File: src/rtl/pwrmgr_sync_filter_pkg.sv
// Shared constants and sizing helpers for the pwrmgr input synchronisers.
package pwrmgr_sync_filter_pkg;

    parameter int unsigned PwrSyncStages       = 2;
    parameter int unsigned PwrAstStableCycles  = 3;
    parameter logic [7:0]  PwrAstRspSyncDefault = 8'h00;

    // Width of a counter that must hold values 0..n, never narrower than one bit.
    function automatic int unsigned cnt_width(input int unsigned n);
        return (n < 1) ? 1 : $clog2(n + 1);
    endfunction

endpackage

File: src/rtl/pwrmgr_sync_filter_if.sv
// Signal bundle between an asynchronous source and the pwrmgr sync filter.
interface pwrmgr_sync_filter_if #(
    parameter int unsigned Width  = 8,
    parameter int unsigned NumTgl = 1,
    parameter int unsigned DataW  = 4
);
    logic                    filter_en_i;
    logic [Width-1:0]        lvl_i;
    logic [Width-1:0]        lvl_o;
    logic                    lvl_chg_o;
    logic                    unstable_o;
    logic [NumTgl-1:0]       tgl_i;
    logic [NumTgl*DataW-1:0] tgl_data_i;
    logic [NumTgl-1:0]       tgl_pulse_o;
    logic [NumTgl*DataW-1:0] tgl_data_o;

    modport master (
        output filter_en_i, lvl_i, tgl_i, tgl_data_i,
        input  lvl_o, lvl_chg_o, unstable_o, tgl_pulse_o, tgl_data_o
    );

    modport slave (
        input  filter_en_i, lvl_i, tgl_i, tgl_data_i,
        output lvl_o, lvl_chg_o, unstable_o, tgl_pulse_o, tgl_data_o
    );
endinterface

File: src/rtl/pwrmgr_sync_filter_tgl.sv
// Single toggle channel: synchroniser, delay flop, edge pulse and payload capture.
module pwrmgr_sync_filter_tgl #(
    parameter int unsigned NumStages = 2,
    parameter int unsigned DataW     = 4
) (
    input  logic             clk_i,
    input  logic             rst_ni,
    input  logic             tgl_i,
    input  logic [DataW-1:0] data_i,
    output logic             pulse_o,
    output logic [DataW-1:0] data_o
);
    logic [NumStages-1:0] sync_q;
    logic                 q2_q;
    logic [DataW-1:0]     data_q;

    always_ff @(posedge clk_i or negedge rst_ni) begin
        if (!rst_ni) begin
            sync_q <= '0;
            q2_q   <= 1'b0;
            data_q <= '0;
        end else begin
            sync_q <= {sync_q[NumStages-2:0], tgl_i};
            q2_q   <= sync_q[NumStages-1];
            if (pulse_o) begin
                data_q <= data_i;
            end
        end
    end

    assign pulse_o = sync_q[NumStages-1] ^ q2_q;
    assign data_o  = data_q;
endmodule

File: src/rtl/pwrmgr_sync_filter.sv
// Level-group synchroniser with stability filter and timeout, plus toggle-to-pulse channels.
module pwrmgr_sync_filter
    import pwrmgr_sync_filter_pkg::*;
#(
    parameter int unsigned      Width         = 8,
    parameter int unsigned      NumStages     = PwrSyncStages,
    parameter int unsigned      StableCycles  = 1,
    parameter int unsigned      TimeoutCycles = 0,
    parameter logic [Width-1:0] ResetValue    = '0,
    parameter int unsigned      NumTgl        = 1,
    parameter int unsigned      DataW         = 4
) (
    input logic               clk_i,
    input logic               rst_ni,
    pwrmgr_sync_filter_if.slave bus
);
    localparam int unsigned CntW  = cnt_width(StableCycles);
    localparam int unsigned TcntW = cnt_width(TimeoutCycles);
    localparam logic [CntW-1:0] CntMax = CntW'(StableCycles - 1);

    logic [Width-1:0] sync_q [NumStages];
    logic [Width-1:0] sync;
    logic [Width-1:0] cand_q;
    logic [Width-1:0] lvl_q, lvl_d;
    logic [CntW-1:0]  cnt_q, cnt_d;
    logic             chg_q, chg_d;
    logic             unstable;

    assign sync = sync_q[NumStages-1];

    always_comb begin
        cnt_d = cnt_q;
        lvl_d = lvl_q;
        if (!bus.filter_en_i) begin
            cnt_d = '0;
            lvl_d = sync;
        end else if (sync != cand_q) begin
            cnt_d = '0;
        end else begin
            if (cnt_q != CntMax) begin
                cnt_d = cnt_q + 1'b1;
            end else begin
                lvl_d = cand_q;
            end
        end
        chg_d = (lvl_d != lvl_q);
    end

    always_ff @(posedge clk_i or negedge rst_ni) begin
        if (!rst_ni) begin
            for (int i = 0; i < int'(NumStages); i++) begin
                sync_q[i] <= ResetValue;
            end
            cand_q <= ResetValue;
            lvl_q  <= ResetValue;
            cnt_q  <= '0;
            chg_q  <= 1'b0;
        end else begin
            sync_q[0] <= bus.lvl_i;
            for (int i = 1; i < int'(NumStages); i++) begin
                sync_q[i] <= sync_q[i-1];
            end
            cand_q <= sync;
            lvl_q  <= lvl_d;
            cnt_q  <= cnt_d;
            chg_q  <= chg_d;
        end
    end

    if (TimeoutCycles > 0) begin : g_timeout
        logic [TcntW-1:0] tcnt_q, tcnt_d;
        logic             unstable_q, unstable_d;

        // The flag latches until the synced input agrees with the filtered output again.
        always_comb begin
            tcnt_d     = tcnt_q;
            unstable_d = unstable_q;
            if (!bus.filter_en_i || sync == lvl_q) begin
                tcnt_d     = '0;
                unstable_d = 1'b0;
            end else begin
                if (tcnt_q != TcntW'(TimeoutCycles)) begin
                    tcnt_d = tcnt_q + 1'b1;
                end
                unstable_d = unstable_q || (tcnt_q == TcntW'(TimeoutCycles - 1));
            end
        end

        always_ff @(posedge clk_i or negedge rst_ni) begin
            if (!rst_ni) begin
                tcnt_q     <= '0;
                unstable_q <= 1'b0;
            end else begin
                tcnt_q     <= tcnt_d;
                unstable_q <= unstable_d;
            end
        end

        assign unstable = unstable_q;
    end else begin : g_no_timeout
        assign unstable = 1'b0;
    end

    logic [NumTgl-1:0]       tgl_pulse;
    logic [NumTgl*DataW-1:0] tgl_data;

    for (genvar i = 0; i < int'(NumTgl); i++) begin : g_tgl
        pwrmgr_sync_filter_tgl #(
            .NumStages (NumStages),
            .DataW     (DataW)
        ) u_tgl (
            .clk_i   (clk_i),
            .rst_ni  (rst_ni),
            .tgl_i   (bus.tgl_i[i]),
            .data_i  (bus.tgl_data_i[i*DataW +: DataW]),
            .pulse_o (tgl_pulse[i]),
            .data_o  (tgl_data[i*DataW +: DataW])
        );
    end

    assign bus.lvl_o       = lvl_q;
    assign bus.lvl_chg_o   = chg_q;
    assign bus.unstable_o  = unstable;
    assign bus.tgl_pulse_o = tgl_pulse;
    assign bus.tgl_data_o  = tgl_data;
endmodule

File: src/flat_wrapper.sv
// flat-port wrapper written by rule: the top's interface ports become plain ports
module pwrmgr_sync_filter_flat import pwrmgr_sync_filter_pkg::*;
#(
    parameter int unsigned      Width         = 8,
    parameter int unsigned      NumStages     = PwrSyncStages,
    parameter int unsigned      StableCycles  = 1,
    parameter int unsigned      TimeoutCycles = 0,
    parameter logic [Width-1:0] ResetValue    = '0,
    parameter int unsigned      NumTgl        = 1,
    parameter int unsigned      DataW         = 4
)
  (clk_i, rst_ni, bus_filter_en_i, bus_lvl_i, bus_tgl_i, bus_tgl_data_i, bus_lvl_o, bus_lvl_chg_o, bus_unstable_o, bus_tgl_pulse_o, bus_tgl_data_o);
  pwrmgr_sync_filter_if #(.Width(Width), .NumTgl(NumTgl), .DataW(DataW)) bus_i ();
  input logic clk_i;
  input logic rst_ni;
  input wire logic [$bits(bus_i.filter_en_i)-1:0] bus_filter_en_i;
  input wire logic [$bits(bus_i.lvl_i)-1:0] bus_lvl_i;
  input wire logic [$bits(bus_i.tgl_i)-1:0] bus_tgl_i;
  input wire logic [$bits(bus_i.tgl_data_i)-1:0] bus_tgl_data_i;
  output wire logic [$bits(bus_i.lvl_o)-1:0] bus_lvl_o;
  output wire logic [$bits(bus_i.lvl_chg_o)-1:0] bus_lvl_chg_o;
  output wire logic [$bits(bus_i.unstable_o)-1:0] bus_unstable_o;
  output wire logic [$bits(bus_i.tgl_pulse_o)-1:0] bus_tgl_pulse_o;
  output wire logic [$bits(bus_i.tgl_data_o)-1:0] bus_tgl_data_o;
  assign bus_i.filter_en_i = bus_filter_en_i;
  assign bus_i.lvl_i = bus_lvl_i;
  assign bus_i.tgl_i = bus_tgl_i;
  assign bus_i.tgl_data_i = bus_tgl_data_i;
  assign bus_lvl_o = bus_i.lvl_o;
  assign bus_lvl_chg_o = bus_i.lvl_chg_o;
  assign bus_unstable_o = bus_i.unstable_o;
  assign bus_tgl_pulse_o = bus_i.tgl_pulse_o;
  assign bus_tgl_data_o = bus_i.tgl_data_o;
  pwrmgr_sync_filter #(.Width(Width), .NumStages(NumStages), .StableCycles(StableCycles), .TimeoutCycles(TimeoutCycles), .ResetValue(ResetValue), .NumTgl(NumTgl), .DataW(DataW)) u_core (.clk_i(clk_i), .rst_ni(rst_ni), .bus(bus_i));
endmodule
File: config.mk
export PLATFORM = sky130hd
export DESIGN_NAME = pwrmgr_sync_filter_flat
export DESIGN_NICKNAME = d
export VERILOG_FILES = /design/src/rtl/pwrmgr_sync_filter_pkg.sv /design/src/rtl/pwrmgr_sync_filter_if.sv /design/src/rtl/pwrmgr_sync_filter_tgl.sv /design/src/rtl/pwrmgr_sync_filter.sv /design/src/flat_wrapper.sv
export SDC_FILE = /design/constraint.sdc
export NUM_CORES = 1
export LEC_CHECK = 0
export ABC_AREA = 1
export BUFFER_PORTS_ARGS = -buffer_cell sky130_fd_sc_hd__buf_2
export CAP_MARGIN = 25
export CORE_UTILIZATION = 59
export DETAILED_ROUTE_END_ITERATION = 7
export PLACE_DENSITY_LB_ADDON = 0.25
export SLEW_MARGIN = 40
export SYNTH_ARGS = -nofsm -noshare
export SYNTH_HDL_FRONTEND = slang
export SYNTH_HIERARCHICAL = 1
export SYNTH_SLANG_ARGS = --single-unit
File: constraint.sdc
create_clock -name clk_i -period 2.9 [get_ports clk_i]
set_clock_uncertainty 0.05 [all_clocks]
set_input_delay 0.58 -clock clk_i [delete_from_list [all_inputs] [get_ports clk_i]]
set_output_delay 0.58 -clock clk_i [all_outputs]
set_load 0.03 [all_outputs]
==> flow_summary.toml, run 1 <==
[run_status]
status = "finished, violations left"
failed_checks = "design-rule violations"

[clock_network]
cts_buffers = 5
cts_hold_buffers = 0
cts_tree = "done"
cts.repair.resized = 0
clockRootBuffer = "clkbuf_4"
cts_buffer_depth = 2
clk_pin_slew_worst_paths_ns = 0.11
postCtsSetupRepairBufs = 0
clock_latency_ns = 0.33
ctsHtreeMaxLevel = 2
clock_sinks = 40

[finish]
design_area_um2 = 1980
antenna_cells = 0
multiInputGateArea_um2 = 669
mostFrequentLayoutCells = "nand2_1 (67), nand3_1 (41), dfrtp_1 (40)"
nFillCells = 227
finalNonFillerCells = 263
fin_nets = 247
area_growth_syn_to_layout_pct = 12.0
drive_gt1_frac = 0.250
final_common_cell = "nand2_1"
seq_area_um2 = 1000

[placed_design]
port_buffers = 29
hpwl_mm = 2.29
place_inst = 255
place_area_um2 = 1920
gp_congestion = 0.840
place_ws_ns = 1.06

[synthesis]
syn_area_um2 = 1770
yosys_register_bits = 40
yosysWarnings = 6
syn-num-nets = 216
synth_area_per_cell_um2 = 8.85
synthCells = 200
seq_area_frac_synth = 0.565
synth_cell_types = 18

[grt]
grt_max_degree = 41
antenna_found_initial = 0
grt_pass1_wl_mm = 5.76
grt_overflow_total = 0
track_usage = 0.240
grt_pass1_vias = 1415

[sta]
hold_viol = 0
max_freq_mhz = 545
maxSlewViolCount = 0
fin_tns_setup_ns = 0
rsz0062_at_grt = "no"
period_needed_ns = 1.83
setup-violations-final = 0
layout_setup_ws_ns = 1.07
timing.final.crit_share = 0.632

[flow_run]
drv_cap = 0

[drt]
via_per_inst = 5.37
drcViolationCount = 5
dr.pass1.iters = 6
antenna_left = 0
drt_iter0_markers = 114
vias = 1413
avgRoutedWirePerCell_um = 12.5
drt-total-wl_mm = 3.29

[setup_path]
cp-end-kind = "register"
required_ns = 3.08
rr_worst_depth = 12
crit_fanout = 10
worstSetupPathType = "register to register"
cp.arrival_ns = 2.01
start_kind = "register"

[pwr]
ir_drop_uv = 359
p_per_area_nw_per_um2 = 553
p_leak_nw = 1.06

[die]
core_um2 = 2810
rows = 19
fp.dieW_um = 56.8
die_area_um2 = 3220
start_util = 0.631
die_h_um = 56.8
io_pins = 31

[hold_path]
hp-class = "input port to asynchronous set/reset pin"
registers in the layout (all words and copies together), names as in the netlist:
signal                     cells
u_core/bus.lvl_o               8
u_core/cand_q                  8
u_core/g_tgl.u_tgl/q2_q        1
u_core/sync                    8
u_core/sync_q                  8
u_core/g_tgl.u_tgl/data_o      4
u_core/bus.lvl_chg_o           1
u_core/g_tgl.u_tgl/sync_q      2
report_power, final:
| part | switching, W | internal (W) |
|---|---|---|
| clock network | 0.000161 | 0.000120 |
| logic | 0.000128 | 0.0000643 |
| registers | 0.0000292 | 0.000594 |
| total | 0.000319 | 0.000778 |
through the flow:
stage                     hold slack (ns)   util  total power, W
after floorplan                     0.234      -        0.000766
after global placement              0.282  0.685        0.000818
after detailed placement            0.288  0.685        0.000826
after CTS                           0.275  0.706         0.00111
after global routing                0.181  0.707         0.00115
final                               0.149  0.707         0.00110
kinds of logic (layout without fill, tap and decap cells):
| group | count (synthesis) | in the layout | synth area share |
|---|---|---|---|
| DFF | 40 | 40 | 0.565 |
| buffers and inverters | 23 | 55 | 0.0565 |
| other | 1 | 1 | 0.00212 |
| and+or+nand+nor | 131 | 131 | 0.347 |
| xor gates and xnor gates | 5 | 5 | 0.0290 |
final timing paths:
| kind | from | slack (ns) | end |
|---|---|---|---|
| min reg2reg | u_core/sync_q[10] | 0.31 | u_core/sync[2] |
| max reg2reg | u_core/sync[3] | 1.07 | u_core/bus.lvl_chg_o |
| max | u_core/sync[3] | 1.07 | u_core/bus.lvl_chg_o |
| min | rst_ni | 0.15 | u_core/bus.lvl_o[6] |
| min in group clk_i | bus_lvl_i[7] | 0.29 | u_core/sync_q[15] |
| max in group asynchronous | rst_ni | 2.31 | u_core/g_tgl[0].u_tgl/data_o[0] |
worst max-delay path, cell delays in order, from the launching register on:
cell,delay [ns]
dfrtp_1,0.42
xnor2_1,0.22
nand2_2,0.12
nor2_4,0.26
nand3_1,0.11
nand2_1,0.09
nand2_1,0.08
nand2_2,0.08
nand2_1,0.05
nand2_1,0.05
nand2_1,0.05
nor2_1,0.09
nand2_1,0.05
cell usage after synthesis:
master	n	share of area
nor2_4	3	0.019
nand2_2	10	0.035
xnor2_1	4	0.020
clkbuf_1	1	0.0021
xnor2_2	1	0.0092
buf_4	1	0.0042
or2_2	4	0.014
nand3_1	41	0.12
inv_2	4	0.0085
conb_1	1	0.0021
nand2_1	67	0.14
nor2_1	2	0.0042
inv_1	14	0.030
nor2_2	1	0.0035
buf_2	2	0.0057
dfrtp_1	40	0.57
nand3b_1	3	0.013
buf_6	1	0.0064
cell type report:
class	instances	area share
clock buffer	8	0.0297
inverter	18	0.0341
multi-input combinational	137	0.338
sequential	40	0.505
tap	31	0.0196
timing repair buffer	29	0.0744
layer usage:
| metal | vias up | global-route usage | part of all wire |
|---|---|---|---|
| met5 | - | 0 | 0 |
| met4 | 0 | 0.143 | 0.020 |
| met3 | 9 | 0.0415 | 0.033 |
| met2 | 40 | 0.406 | 0.52 |
| met1 | 674 | 0.285 | 0.42 |
| li1 | 690 | - | - |
No activity file was read; power rests on OpenSTA's default activity.
==> run 2: changes to the inputs <==
--- a/config.mk
+++ b/config.mk
@@ -5,10 +5,10 @@
 export SDC_FILE = /design/constraint.sdc
 export NUM_CORES = 1
 export LEC_CHECK = 0
-export ABC_AREA = 1
+export ABC_AREA = 0
 export BUFFER_PORTS_ARGS = -buffer_cell sky130_fd_sc_hd__buf_2
 export CAP_MARGIN = 25
-export CORE_UTILIZATION = 59
+export CORE_UTILIZATION = 53
 export DETAILED_ROUTE_END_ITERATION = 7
 export PLACE_DENSITY_LB_ADDON = 0.25
 export SLEW_MARGIN = 40
==> constraint.sdc (replaced) <==
create_clock -name clk_i -period 1.7 [get_ports clk_i]
set_clock_uncertainty 0.05 [all_clocks]
set_input_delay 0.34 -clock clk_i [delete_from_list [all_inputs] [get_ports clk_i]]
set_output_delay 0.34 -clock clk_i [all_outputs]
set_load 0.03 [all_outputs]
==> flow_summary.toml, run 2 <==
[die]
core_um2 = 2830
die_area_um2 = 3300
die_h_um = 57.5
rows = 19
start_util = 0.577
io_pins = 31
fp.dieW_um = 57.5

[setup_path]
slowest_delay_ns = 0.43
cp.arrival_ns = 2.07
path_cells = "xor2_2 -> or3_4 -> o31a_4 -> a221o_1"
cp-end-kind = "register"
rr_worst_depth = 4
worstSetupPathType = "register to register"
cpMaxStageDelayCell = "dfrtp_1"
required_ns = 1.89
start_kind = "register"
crit_fanout = 6

[clock_network]
cts_buffers = 5
clk_pin_slew_worst_paths_ns = 0.12
ctsHtreeMaxLevel = 2
clockRootBuffer = "clkbuf_4"
cts_buffer_depth = 2
cts_tree = "done"
clock_latency_ns = 0.35
clock_sinks = 40

[sta]
rsz0062_at_grt = "yes"
hold_viol = 0
layout_setup_ws_ns = -0.182
timing.final.crit_share = 1.11
period_needed_ns = 1.88
max_freq_mhz = 531
setup-violations-final = 8
maxSlewViolCount = 0

[finish]
final_common_cell = "dfrtp_1"
antenna_cells = 0
finalNonFillerCells = 216
mostFrequentLayoutCells = "dfrtp_1 (40), buf_2 (28), buf_4 (27)"
fin_nets = 200
drive_gt1_frac = 0.432
nFillCells = 197
area_growth_syn_to_layout_pct = 31.3
final_util = 0.757

[pwr]
p_leak_nw = 1.02
p_per_area_nw_per_um2 = 1030
ir_drop_uv = 724

[synthesis]
syn_area_um2 = 1630
synthTopCellsByCount = "dfrtp_1 (40), xor2_1 (21), nor4_1 (8), nand2_1 (7), a221o_1 (5)"
netlist.top_cell.by_area = "dfrtp_1"
syn-num-nets = 140
seq_area_frac_synth = 0.613
ys_async_sr_fraction = 1.00
synth_cell_types = 31
synth_edf_count = 0
synth_area_per_cell_um2 = 13.2
yosysWarnings = 6
ys.flop_type = "dfrtp_1"
yosys.cell_count.top_type = "dfrtp_1"
synthCells = 124
yosys_register_bits = 40
synth.area.top_cells = "dfrtp_1 (61%), xor2_1 (11%), a221o_1 (3.1%)"
synth_top_area_share = 0.613

[grt]
grt_max_degree = 25
grt_pass1_vias = 1244
grt_overflow_total = 0
antenna_found_initial = 0
track_usage = 0.243
grt_pass1_wl_mm = 5.75

[flow_run]
drv_cap = 0

[drt]
avgRoutedWirePerCell_um = 16.4
drt-total-wl_mm = 3.55
dr.pass1.iters = 4
antenna_left = 0
vias = 1246
drcViolationCount = 0
via_per_inst = 5.77
drt_iter0_markers = 54

[placed_design]
port_buffers = 29
hpwl_mm = 2.39
gp_congestion = 0.880
place_inst = 204

[hold_path]
min_path_cells = 1
hp-class = "input port to register"

[run_status]
failed_checks = "negative setup slack"
status = "finished, violations left"
run 2: cell count changes after synthesis, sizes merged, moves of 6 or more:
cell,before,now
nand3,41,4
nor4,0,8
inv,18,3
xor2,0,22
a221o,0,6
nand2,77,7
run 2: worst paths after layout:
kind	start	endpoint	slack [ns]
min in group asynchronous	rst_ni	u_core/bus.lvl_o[2]	0.38
setup / recovery	u_core/cand_q[7]	u_core/bus.lvl_o[7]	-0.18
hold / removal	bus_lvl_i[7]	u_core/sync_q[15]	0.04
setup reg to reg	u_core/cand_q[7]	u_core/bus.lvl_o[7]	-0.18
max in group asynchronous	rst_ni	u_core/sync_q[13]	0.75
hold reg to reg	u_core/sync_q[11]	u_core/sync[3]	0.29
run 2: metal layers:
metal / global-route usage / vias up / wire length, um
met5: 0 / - / 0
met4: 0.160 / 0 / 145
met3: 0.0726 / 15 / 196
met2: 0.367 / 58 / 1750
met1: 0.303 / 612 / 1460
li1: - / 561 / -
run 2: layout make-up:
class / instances / area, um2 / area share
clock buffer: 7 / 65.1 / 0.0304
clock inverter: 1 / 30.0 / 0.0140
inverter: 3 / 11.3 / 0.00526
multi-input combinational: 77 / 623 / 0.291
sequential: 40 / 1000 / 0.467
tap: 31 / 38.8 / 0.0181
timing repair buffer: 57 / 373 / 0.174
run 2: what timing repair did:
| action | 4_1_cts | 5_1_grt |
|---|---|---|
| hold buffers | 1 | 0 |
| pin swaps | 0 | 2 |
| setup endpoints to repair | 9 | 10 |
| hold endpoints to repair | 16 | 0 |
| gates resized for setup | 4 | 3 |
| buffers inserted | 1 | 2 |
run 2: worst max-delay path, delay by kind of cell (launching register included):
| kind | cells | cell delay (ns) |
|---|---|---|
| AO/OA/AOI/OAI | 2 | 0.70 |
| XOR/XNOR | 1 | 0.20 |
| flip-flops | 1 | 0.43 |
| AND/OR/NAND/NOR | 1 | 0.40 |
run 2: logic make-up after synthesis:
logic type | count (synthesis) | share of synthesized area
buffers and inverters | 7 | 0.0268
and+or+nand+nor | 31 | 0.102
DFF | 40 | 0.613
other | 1 | 0.00230
muxes | 4 | 0.0276
xor gates and xnor gates | 25 | 0.139
AOI/OAI and AO/OA | 16 | 0.0890
run 2: power by group:
group	internal [W]	switching [W]
combinational	0.000184	0.000248
clock	0.000390	0.000307
sequential	0.00102	0.0000558
run 2: per-stage QoR:
stage	setup TNS (ns)	hold WS (ns)	area, um2	total power (W)	worst slack, ns
3_3_place_gp	-0.412	0.234	1980	0.00147	-0.0774
5_1_grt	-1.20	0.0141	2140	0.00229	-0.190
6_report	-1.10	0.0390	2140	0.00220	-0.182
4_1_cts	-0.871	0.0324	2110	0.00219	-0.151
2_1_floorplan	-0.996	-0.00559	1630	0.00132	-0.181
3_5_place_dp	-0.811	0.239	1980	0.00149	-0.133
